### src/rtl/csa_pipe_adder.sv
// csa_pipe_adder: WIDTH-generic pipelined carry-select adder/subtractor.
// One BLOCK-bit slice is resolved per stage; the carry between slices is
// always taken from a register, so no carry ripples across a block boundary
// within a cycle. Operands are skewed: each stage carries only the operand
// bits still to be processed, plus the result bits already finished.
// The whole pipe advances or holds as one unit under a single stall signal.
module csa_pipe_adder #(
    parameter int WIDTH = 32,
    parameter int BLOCK = 8
) (
    input  logic             clk,
    input  logic             rst_n,
    input  logic             in_valid,
    output logic             in_ready,
    input  logic [WIDTH-1:0] a,
    input  logic [WIDTH-1:0] b,
    input  logic             cin,
    input  logic             sub,
    output logic             out_valid,
    input  logic             out_ready,
    output logic [WIDTH-1:0] sum,
    output logic             cout,
    output logic             ovf
);

    localparam int NBLK = WIDTH / BLOCK;

    logic             w_stall;
    logic             w_in_xfer;
    logic [WIDTH-1:0] w_b_eff;
    logic             w_c_eff;
    logic             r_ovf;

    // Subtraction is a + ~b + 1; a borrow-in cancels that +1.
    assign w_b_eff   = sub ? ~b : b;
    assign w_c_eff   = cin ^ sub;

    assign w_stall   = out_valid & ~out_ready;
    assign in_ready  = ~w_stall;
    assign w_in_xfer = in_valid & in_ready;

    generate
        if (BLOCK < 1 || BLOCK > WIDTH) begin : g_bad_block
            $error("csa_pipe_adder: BLOCK must satisfy 1 <= BLOCK <= WIDTH");
        end else if (WIDTH % BLOCK != 0) begin : g_bad_width
            $error("csa_pipe_adder: WIDTH must be a multiple of BLOCK");
        end

        for (genvar k = 0; k < NBLK; k++) begin : g_stg
            // RW: operand bits still unprocessed on entry to this stage (this block included)
            // SW: result bits complete on exit from this stage
            localparam int RW = WIDTH - k * BLOCK;
            localparam int SW = (k + 1) * BLOCK;

            logic [RW-1:0]  w_a_rem;
            logic [RW-1:0]  w_b_rem;
            logic           w_ci;
            logic           w_vld_in;
            logic [BLOCK:0] w_s0;
            logic [BLOCK:0] w_s1;
            logic [BLOCK:0] w_blk;
            logic [SW-1:0]  w_s_nxt;

            logic           r_vld;
            logic [SW-1:0]  r_s;
            logic           r_c;

            if (k == 0) begin : g_src
                assign w_a_rem  = a;
                assign w_b_rem  = w_b_eff;
                assign w_ci     = w_c_eff;
                assign w_vld_in = w_in_xfer;
                assign w_s_nxt  = w_blk[BLOCK-1:0];
            end else begin : g_src
                assign w_a_rem  = g_stg[k-1].g_op.r_a;
                assign w_b_rem  = g_stg[k-1].g_op.r_b;
                assign w_ci     = g_stg[k-1].r_c;
                assign w_vld_in = g_stg[k-1].r_vld;
                assign w_s_nxt  = {w_blk[BLOCK-1:0], g_stg[k-1].r_s};
            end

            // Both carry hypotheses are computed in parallel; the registered
            // carry from the stage below only drives the final mux.
            assign w_s0  = {1'b0, w_a_rem[BLOCK-1:0]} + {1'b0, w_b_rem[BLOCK-1:0]};
            assign w_s1  = {1'b0, w_a_rem[BLOCK-1:0]} + {1'b0, w_b_rem[BLOCK-1:0]}
                         + {{BLOCK{1'b0}}, 1'b1};
            assign w_blk = w_ci ? w_s1 : w_s0;

            // Stage register: valid, finished low result bits and block carry-out
            always_ff @(posedge clk or negedge rst_n) begin
                if (!rst_n) begin
                    r_vld <= 1'b0;
                    r_s   <= '0;
                    r_c   <= 1'b0;
                end else if (!w_stall) begin
                    r_vld <= w_vld_in;
                    r_s   <= w_s_nxt;
                    r_c   <= w_blk[BLOCK];
                end
            end

            if (RW > BLOCK) begin : g_op
                logic [RW-BLOCK-1:0] r_a;
                logic [RW-BLOCK-1:0] r_b;

                // Carry the still-unprocessed upper operand bits to the next stage
                always_ff @(posedge clk or negedge rst_n) begin
                    if (!rst_n) begin
                        r_a <= '0;
                        r_b <= '0;
                    end else if (!w_stall) begin
                        r_a <= w_a_rem[RW-1:BLOCK];
                        r_b <= w_b_rem[RW-1:BLOCK];
                    end
                end
            end else begin : g_last
                // Last stage: carry into the MSB recovered from the MSB sum bit,
                // XORed with the carry out gives signed overflow
                always_ff @(posedge clk or negedge rst_n) begin
                    if (!rst_n) begin
                        r_ovf <= 1'b0;
                    end else if (!w_stall) begin
                        r_ovf <= w_a_rem[BLOCK-1] ^ w_b_rem[BLOCK-1]
                               ^ w_blk[BLOCK-1] ^ w_blk[BLOCK];
                    end
                end
            end
        end
    endgenerate

    assign out_valid = g_stg[NBLK-1].r_vld;
    assign sum       = g_stg[NBLK-1].r_s;
    assign cout      = g_stg[NBLK-1].r_c;
    assign ovf       = r_ovf;

endmodule

### config.mk
export PLATFORM = sky130hd
export DESIGN_NAME = csa_pipe_adder
export DESIGN_NICKNAME = d
export VERILOG_FILES = /design/src/rtl/csa_pipe_adder.sv
export SDC_FILE = /design/constraint.sdc
export NUM_CORES = 1
export LEC_CHECK = 0
export CAP_MARGIN = 20
export CORE_ASPECT_RATIO = 0.9
export CORE_MARGIN = 2
export CORE_UTILIZATION = 25
export CTS_CLUSTER_SIZE = 25
export DETAILED_ROUTE_END_ITERATION = 10
export GPL_TIMING_DRIVEN = 0
export PLACE_DENSITY = 0.45
export SETUP_SLACK_MARGIN = 0.02
export SYNTH_ARGS = -nofsm -noshare
export SYNTH_HDL_FRONTEND = slang
export SYNTH_SLANG_ARGS = --single-unit
export TNS_END_PERCENT = 1
### constraint.sdc
create_clock -name clk -period 3.3 [get_ports clk]
set_input_delay 0.99 -clock clk [delete_from_list [all_inputs] [get_ports clk]]
set_output_delay 0.99 -clock clk [all_outputs]
set_load 0.02 [all_outputs]
Word-level counts from Yosys, hierarchy flattened:

Cells that the tools add are included.

* input bits: 70
* logic and storage cells: 41
* register bits after elaboration: 185
* output and inout port bits: 36

* multiplexer cells: 5
* add/subtract/negate cells: 8
* bitwise gates (word level): 9

Operators with widths (count)
* $add 8x8->9: 4
* $add 9x1->9 const B: 4
* $mux 9: 4
* $mux 32: 1
* $not 32->32: 1
* $xor 1x1->1: 4
* $and 1x1->1: 2
* $not 1->1: 2

Longest topological paths before layout:

Gate-level depths: netlist (run 1).

* depth after elaboration: 5
* depth in mapped cells: 13
* gate-level depth less buffers: 11

Worst setup path after synthesis (run 1):

No wires, ideal clock.

* kind: input -> register
* from: in sub
* to: reg g_stg[0].r_c
* required time: 3152 ps
* buffers on the path: 2
* library setup time: 148 ps
* data arrival time: 3536 ps
* stages on the path: 13
* slack: -384 ps
* cells stage by stage: buf_2 buf_1 xor2_1 ha_1 inv_1 fa_1 nand2b_1 a21oi_1 o21ai_0 nor3b_1 nor4b_1 xor2_1 a21oi_1

* word-level cells in the longest chain between the ends: 4
* elaborated cells between the ends (all ways): 5
* those cells by class: 2 x add/sub; 2 x mux; 1 x bitwise

RTL lines
* start, declared: RTL line 18 `input logic sub,`
* $mux 32: RTL line 35 `assign w_b_eff = sub ? ~b : b;`
* $add 8x8->9: RTL line 84, 85
* $add 9x1->9: RTL line 86 `+ {{BLOCK{1'b0}}, 1'b1};`
* $mux 9 *: RTL line 87 `assign w_blk = w_ci ? w_s1 : w_s0;`
* end signal, assigned: RTL line 98 `r_c <= w_blk[BLOCK];`
* end, declared: RTL line 66 `logic r_c;`

Every way passes the cells marked *; elsewhere a longest branch is shown, timed or not.
A chain may end at the register's enable or synchronous reset.

Worst setup path after layout (run 1):

* from: in out_ready
* to: out in_ready

* word-level cells in the longest chain between the ends: 3

RTL lines
* start, declared: RTL line 20 `input logic out_ready,`
* $not 1->1: RTL line 38 `assign w_stall = out_valid & ~out_ready;`
* $and 1x1->1: RTL line 38
* $not 1->1: RTL line 39 `assign in_ready = ~w_stall;`
* end, declared: RTL line 14 `output logic in_ready,`

Every way passes these cells.

==> results of run 1 <==
-- sequential cells by signal (all words and copies together) (netlist names) --
name / cells
cout: 1
g_stg.g_op.r_a: 48
g_stg.g_op.r_b: 48
g_stg.r_c: 3
g_stg.r_s: 48
g_stg.r_vld: 3
out_valid: 1
ovf: 1
sum: 32
-- power breakdown --
part           total (W)  switching, W  internal (W)  leakage, nW
Sequential       0.00384      0.000566       0.00328         2.24
Combinational    0.00525       0.00305       0.00220         2.72
Clock            0.00212       0.00103       0.00109        0.296
-- path summary, 6_finish.rpt --
| check | start | end | slack [ns] | cells past startpoint |
|---|---|---|---|---|
| max | out_ready | in_ready | 0.08 | 6 |
| max reg2reg | g_stg[2].g_op.r_a[0]$_DFFE_PN0N_ | ovf$_DFFE_PN0N_ | 0.42 | 9 |
| min | g_stg[2].r_vld$_DFFE_PN0N_ | out_valid$_DFFE_PN0N_ | 0.46 | 1 |
| min in group asynchronous | rst_n | sum[24]$_DFFE_PN0N_ | 0.50 | 1 |
| min reg2reg | g_stg[2].r_vld$_DFFE_PN0N_ | out_valid$_DFFE_PN0N_ | 0.46 | 1 |
| max in group asynchronous | rst_n | g_stg[2].r_vld$_DFFE_PN0N_ | 1.79 | 2 |
-- metal layers --
layer | up-vias | track usage, % | share of wire [%]
met5 | - | 0 | 0
met4 | 0 | 2.76 | 0.77
met3 | 11 | 3.36 | 3.8
met2 | 91 | 21.5 | 46
met1 | 3350 | 18.1 | 50
li1 | 3601 | - | -
-- layout make-up --
cell class / instances / area, um2 / share of cell area (%)
flip-flops and latches: 185 / 4630 / 40.3
multi-input cells: 779 / 4270 / 37.2
repair buffers: 109 / 1100 / 9.58
well taps: 476 / 596 / 5.18
clock buffers: 18 / 429 / 3.74
plain buffers: 46 / 219 / 1.91
clock inverters: 14 / 176 / 1.54
inverters: 17 / 65.1 / 0.566
diodes: 1 / 2.50 / 0.0218
-- timing repair --
action                     4_1_cts  5_1_grt
setup buffers                    2        2
resized for setup               14       15
setup endpoints to repair        3        3
pin swaps                        0        8
-- cell usage in the layout, fill, tap and decap left out, types with 4 or more instances in the layout --
cell type,n
nor3_1,7
nand4_1,4
ha_1,36
xor2_1,27
nor4_1,4
nand3_1,7
xnor2_1,42
o21ai_0,62
buf_4,4
clkbuf_16,18
nor2_1,31
inv_1,15
nand2_1,440
o31ai_1,4
o21a_1,13
dfrtp_1,185
o21ai_1,6
a21oi_1,20
clkdlybuf4s50_1,101
inv_8,4
a211oi_1,6
clkbuf_1,41
inv_6,4
o31a_1,6
-- kinds of logic after synthesis --
kind of cell               share of synthesized area [%]
and+or+nand+nor                                     23.1
DFF                                                 50.9
AOI/OAI and AO/OA                                   9.94
xor gates and xnor gates                            7.10
buffers and inverters                               2.61
adders and majority gates                           5.97
muxes                                              0.330
-- per-stage QoR --
| stage | instances | utilization, % |
|---|---|---|
| global placement | 1607 | 29.8 |
| finish | 1645 | 31.9 |
| global route | 1644 | 31.9 |
| floorplan | 1027 | - |
| detailed placement | 1608 | 29.9 |
| CTS | 1642 | 31.7 |
==> flow_summary.toml, run 1 <==
[sta]
grt_setup_unrepaired = "no"
max-slew-margin-rel_pct = 31.3
finalCriticalPeriod_ns = 3.22
final.setup.worst_slack_ns = 0.0831
final-hold-violation-count = 0
setup_tns_ns = 0
fin_crit_sh_pct = 97.5
fin_worst_skew_ns = 0.0126
worstMarginPinSlew_ns = 1.03
finalMaxSlewViolations = 0
max_freq_mhz = 311
timing.hold.ws_ns = 0.459
setup-violations-final = 0

[global_route]
grt_pass1_vias = 7154
track_usage_pct = 13.3
grt_pass1_wl_mm = 38.7
grt_overflow = 0
antenna_found_initial = 1
grt_max_degree = 116

[worst_setup_path]
cp_data_arrival_time_ns = 2.23
path_delay_family = "buffers and inverters"
required_ns = 2.31
cp_num_buf_inv = 5
worstSetupPathType = "input port to output pin"
cpMaxStageDelayCell = "clkdlybuf4s50_1"
critPathMaxFanout = 10
critPathMaxStageDelay_ns = 0.44
path_cells = "clkdlybuf4s50_1, nor2b_4, clkbuf_8, clkinv_2, clkbuf_16, buf_2"
cp-end-kind = "output pin"
worstSetupStartpointType = "input port"

[yosys]
netlist_top_cells_count = "440 x nand2_1, 185 x dfrtp_1, 64 x o21ai_0"
yosysMostFrequentCell = "nand2_1"
async_flop_share_pct = 100
synth_top_area_share_pct = 50.9
synth_area_leaders = "dfrtp_1 51%, nand2_1 18%, ha_1 5.1%, xnor2_1 4.1%, o21ai_0 3.5%"
synth_warnings = 0
syn_nets = 1138
syn_area_um2 = 9090
synth_top_area_cell = "dfrtp_1"
synthCells = 1027
synthFlopType = "dfrtp_1"
ys_seq_area_share_pct = 50.9
synth_edf_count = 0
synth-seq-cells = 185
syn_avg_cell_area_um2 = 8.85
ys_types = 55

[floorplanning]
fp.dieArea_um2 = 37900
start_util_pct = 25.3
core_area_um2 = 36000
chipHeight_um = 185
io_pins = 106
die-width_um = 205
num_rows = 66

[detailed_routing]
drt-pass1-iter-count = 4
post_drt_wl_per_cell_um = 14.7
drtIter0Drc = 336
drc = 0
finalWirelength_mm = 24.3
vias_per_cell = 4.29
dr_total_vias = 7053
ant_nets = 0

[clock_network]
htree_levels = 4
cts_root_buf = "clkbuf_16"
numClockSinks = 185
insertion_delay_ns = 0.44
clk_pin_slew_ns = 0.07
cts_buffer_depth = 2
cts_buffers = 17
cts_hold_buf = 0
cts_tree = "done"

[cells_and_area]
area_growth_syn_to_layout_pct = 26.4
nets = 1266
n_fill_cell = 3920
post-route-cell-area_um2 = 11500
drive_gt1_share_pct = 6.08

[power_and_ir_drop]
irDropWorstVdd_uv = 348
cellPowerDensity_nw_per_um2 = 976
power_leakage_nw = 5.26
total_power_w = 0.0112

[job]
cap_violations = 0

[placement]
dp_hpwl_mm = 18.0
portBuffers = 104
place_congestion = 0.792
dp_slack_ns = -1.24
dpl_cell_area_um2 = 10800

[run_status]
status = "completed"

[worst_hold_path]
hold_class = "register to register"
No activity file was read; power rests on OpenSTA's default activity.
==> inputs of run 2 (changes only) <==
--- a/config.mk
+++ b/config.mk
@@ -12,7 +12,7 @@
 export CTS_CLUSTER_SIZE = 25
 export DETAILED_ROUTE_END_ITERATION = 10
 export GPL_TIMING_DRIVEN = 0
-export PLACE_DENSITY = 0.45
+export PLACE_DENSITY = 0.5
 export SETUP_SLACK_MARGIN = 0.02
 export SYNTH_ARGS = -nofsm -noshare
 export SYNTH_HDL_FRONTEND = slang
==> run 2 against run 1 <==
  * Power is 1.3% lower
  * Largest cell class unchanged
  * Critical path depth stayed put
  * Critical endpoint unchanged
  * Critical path type unchanged
  * Clock skew hardly changed
==> flow_summary.toml, run 2 (synthesized netlist as in run 1, its figures left out) <==
[worst_hold_path]
hold_class = "register to register"

[cells_and_area]
final_common_cell = "nand2_1"
area_growth_syn_to_layout_pct = 25.4
num_antenna_cells = 0
n_fill_cell = 3922
post-route-util_pct = 31.7
mostFrequentLayoutCells = "440 x nand2_1, 185 x dfrtp_1, 102 x clkdlybuf4s50_1"
biggestRegsByFlops = "g_stg.g_op.r_a x48, g_stg.g_op.r_b x48, g_stg.r_s x48"
drive_gt1_share_pct = 5.75
nets = 1264

[placement]
dp_hpwl_mm = 17.9
portBuffers = 104
place_congestion = 0.836

[sta]
max-slew-margin-rel_pct = 33.6
final-hold-violation-count = 0
fin_crit_sh_pct = 97.3
setup-violations-final = 0
grt_setup_unrepaired = "yes"
finalMaxSlewViolations = 0
finalCriticalPeriod_ns = 3.21
max_freq_mhz = 312
worstMarginPinSlew_ns = 0.996
fin_worst_skew_ns = 0.0126

[worst_setup_path]
cp-end-kind = "output pin"
required_ns = 2.31
path_common_cell = "buf_8"
path_cells = "clkdlybuf4s50_1, nor2b_4, buf_8, clkinv_2, buf_8, buf_2"
cpMaxStageDelayCell = "clkdlybuf4s50_1"
critPathMaxStageDelay_ns = 0.45
worstSetupStartpointType = "input port"
cp_data_arrival_time_ns = 2.22
worstSetupPathType = "input port to output pin"
critPathMaxFanout = 10

[power_and_ir_drop]
irDropWorstVdd_uv = 364
cellPowerDensity_nw_per_um2 = 970
total_power_w = 0.0111
power_leakage_nw = 5.21

[detailed_routing]
drt-pass1-iter-count = 5
finalWirelength_mm = 23.8
post_drt_wl_per_cell_um = 14.5
dr_total_vias = 7056
drtIter0Drc = 345
ant_nets = 0
vias_per_cell = 4.30
drc = 0

[floorplanning]
io_pins = 106
num_rows = 66
chipHeight_um = 185
fp.dieArea_um2 = 37900
start_util_pct = 25.3
core_area_um2 = 36000
die-width_um = 205

[run_status]
status = "completed"

[job]
cap_violations = 0

[clock_network]
clk_pin_slew_ns = 0.08
htree_levels = 4
cts_buffer_depth = 2
cts_root_buf = "clkbuf_16"
insertion_delay_ns = 0.45
numClockSinks = 185
cts_buffers = 17
cts_tree = "done"

[global_route]
grt_pass1_vias = 7125
track_usage_pct = 13.2
grt_pass1_wl_mm = 38.5
antenna_found_initial = 0
grt_max_degree = 116
grt_overflow = 0
==> run 2: power breakdown <==
part / leakage, nW / switching [W] / internal [W]
clock network: 0.276 / 0.000999 / 0.000995
registers: 2.24 / 0.000580 / 0.00328
logic: 2.70 / 0.00302 / 0.00219
total: 5.21 / 0.00460 / 0.00646
==> run 2: layer usage <==
| layer | global-route usage (%) | part of all wire, % | up-vias |
|---|---|---|---|
| li1 | - | - | 3603 |
| met2 | 21.9 | 47 | 96 |
| met5 | 0 | 0 | - |
| met4 | 3.91 | 1.3 | 0 |
| met1 | 17.5 | 48 | 3335 |
| met3 | 2.38 | 3.5 | 22 |
==> run 2: critical path: cells and delay by family <==
family / cells / cell delay, ns
buffers and inverters: 5 / 1.02
AND/OR/NAND/NOR: 1 / 0.20
==> run 2: layout make-up <==
type / count / area [um2] / area share, %
Tap cell: 476 / 596 / 5.22
Sequential cell: 185 / 4630 / 40.6
Clock buffer: 17 / 425 / 3.73
Multi-Input combinational cell: 779 / 4260 / 37.4
Clock inverter: 15 / 131 / 1.15
Inverter: 17 / 65.1 / 0.571
Buffer: 46 / 206 / 1.81
Timing Repair Buffer: 107 / 1080 / 9.50
==> run 2: worst paths after layout <==
path / startpoint / end / slack [ns] / depth (start not counted)
min in group asynchronous: rst_n / sum[21]$_DFFE_PN0N_ / 0.50 / 1
min: g_stg[0].g_op.r_b[11]$_DFFE_PN0N_ / g_stg[1].g_op.r_b[3]$_DFFE_PN0N_ / 0.47 / 2
min reg2reg: g_stg[0].g_op.r_b[11]$_DFFE_PN0N_ / g_stg[1].g_op.r_b[3]$_DFFE_PN0N_ / 0.47 / 2
max in group asynchronous: rst_n / sum[17]$_DFFE_PN0N_ / 1.82 / 2
max: out_ready / in_ready / 0.09 / 6
max reg2reg: g_stg[2].g_op.r_a[0]$_DFFE_PN0N_ / ovf$_DFFE_PN0N_ / 0.54 / 9
==> run 2: metrics by stage <==
step	instance area [um2]	hold slack, ns	setup TNS [ns]	setup WS [ns]	cells
2_1_floorplan	9100	0.430	-0.104	-0.0638	1027
3_3_place_gp	10700	0.445	-1284.83	-6.85	1607
3_5_place_dp	10800	0.455	-24.20	-1.24	1608
4_1_cts	11400	0.470	0	0.0142	1641
5_1_grt	11400	0.486	0	0.000868	1642
6_report	11400	0.467	0	0.0903	1642
==> run 2: repair_timing <==
| action | in CTS | in global routing |
|---|---|---|
| setup buffers | 1 | 1 |
| setup endpoints to repair | 3 | 4 |
| hold buffers | 0 | 0 |
| resized for setup | 13 | 11 |
| pin swaps | 0 | 3 |
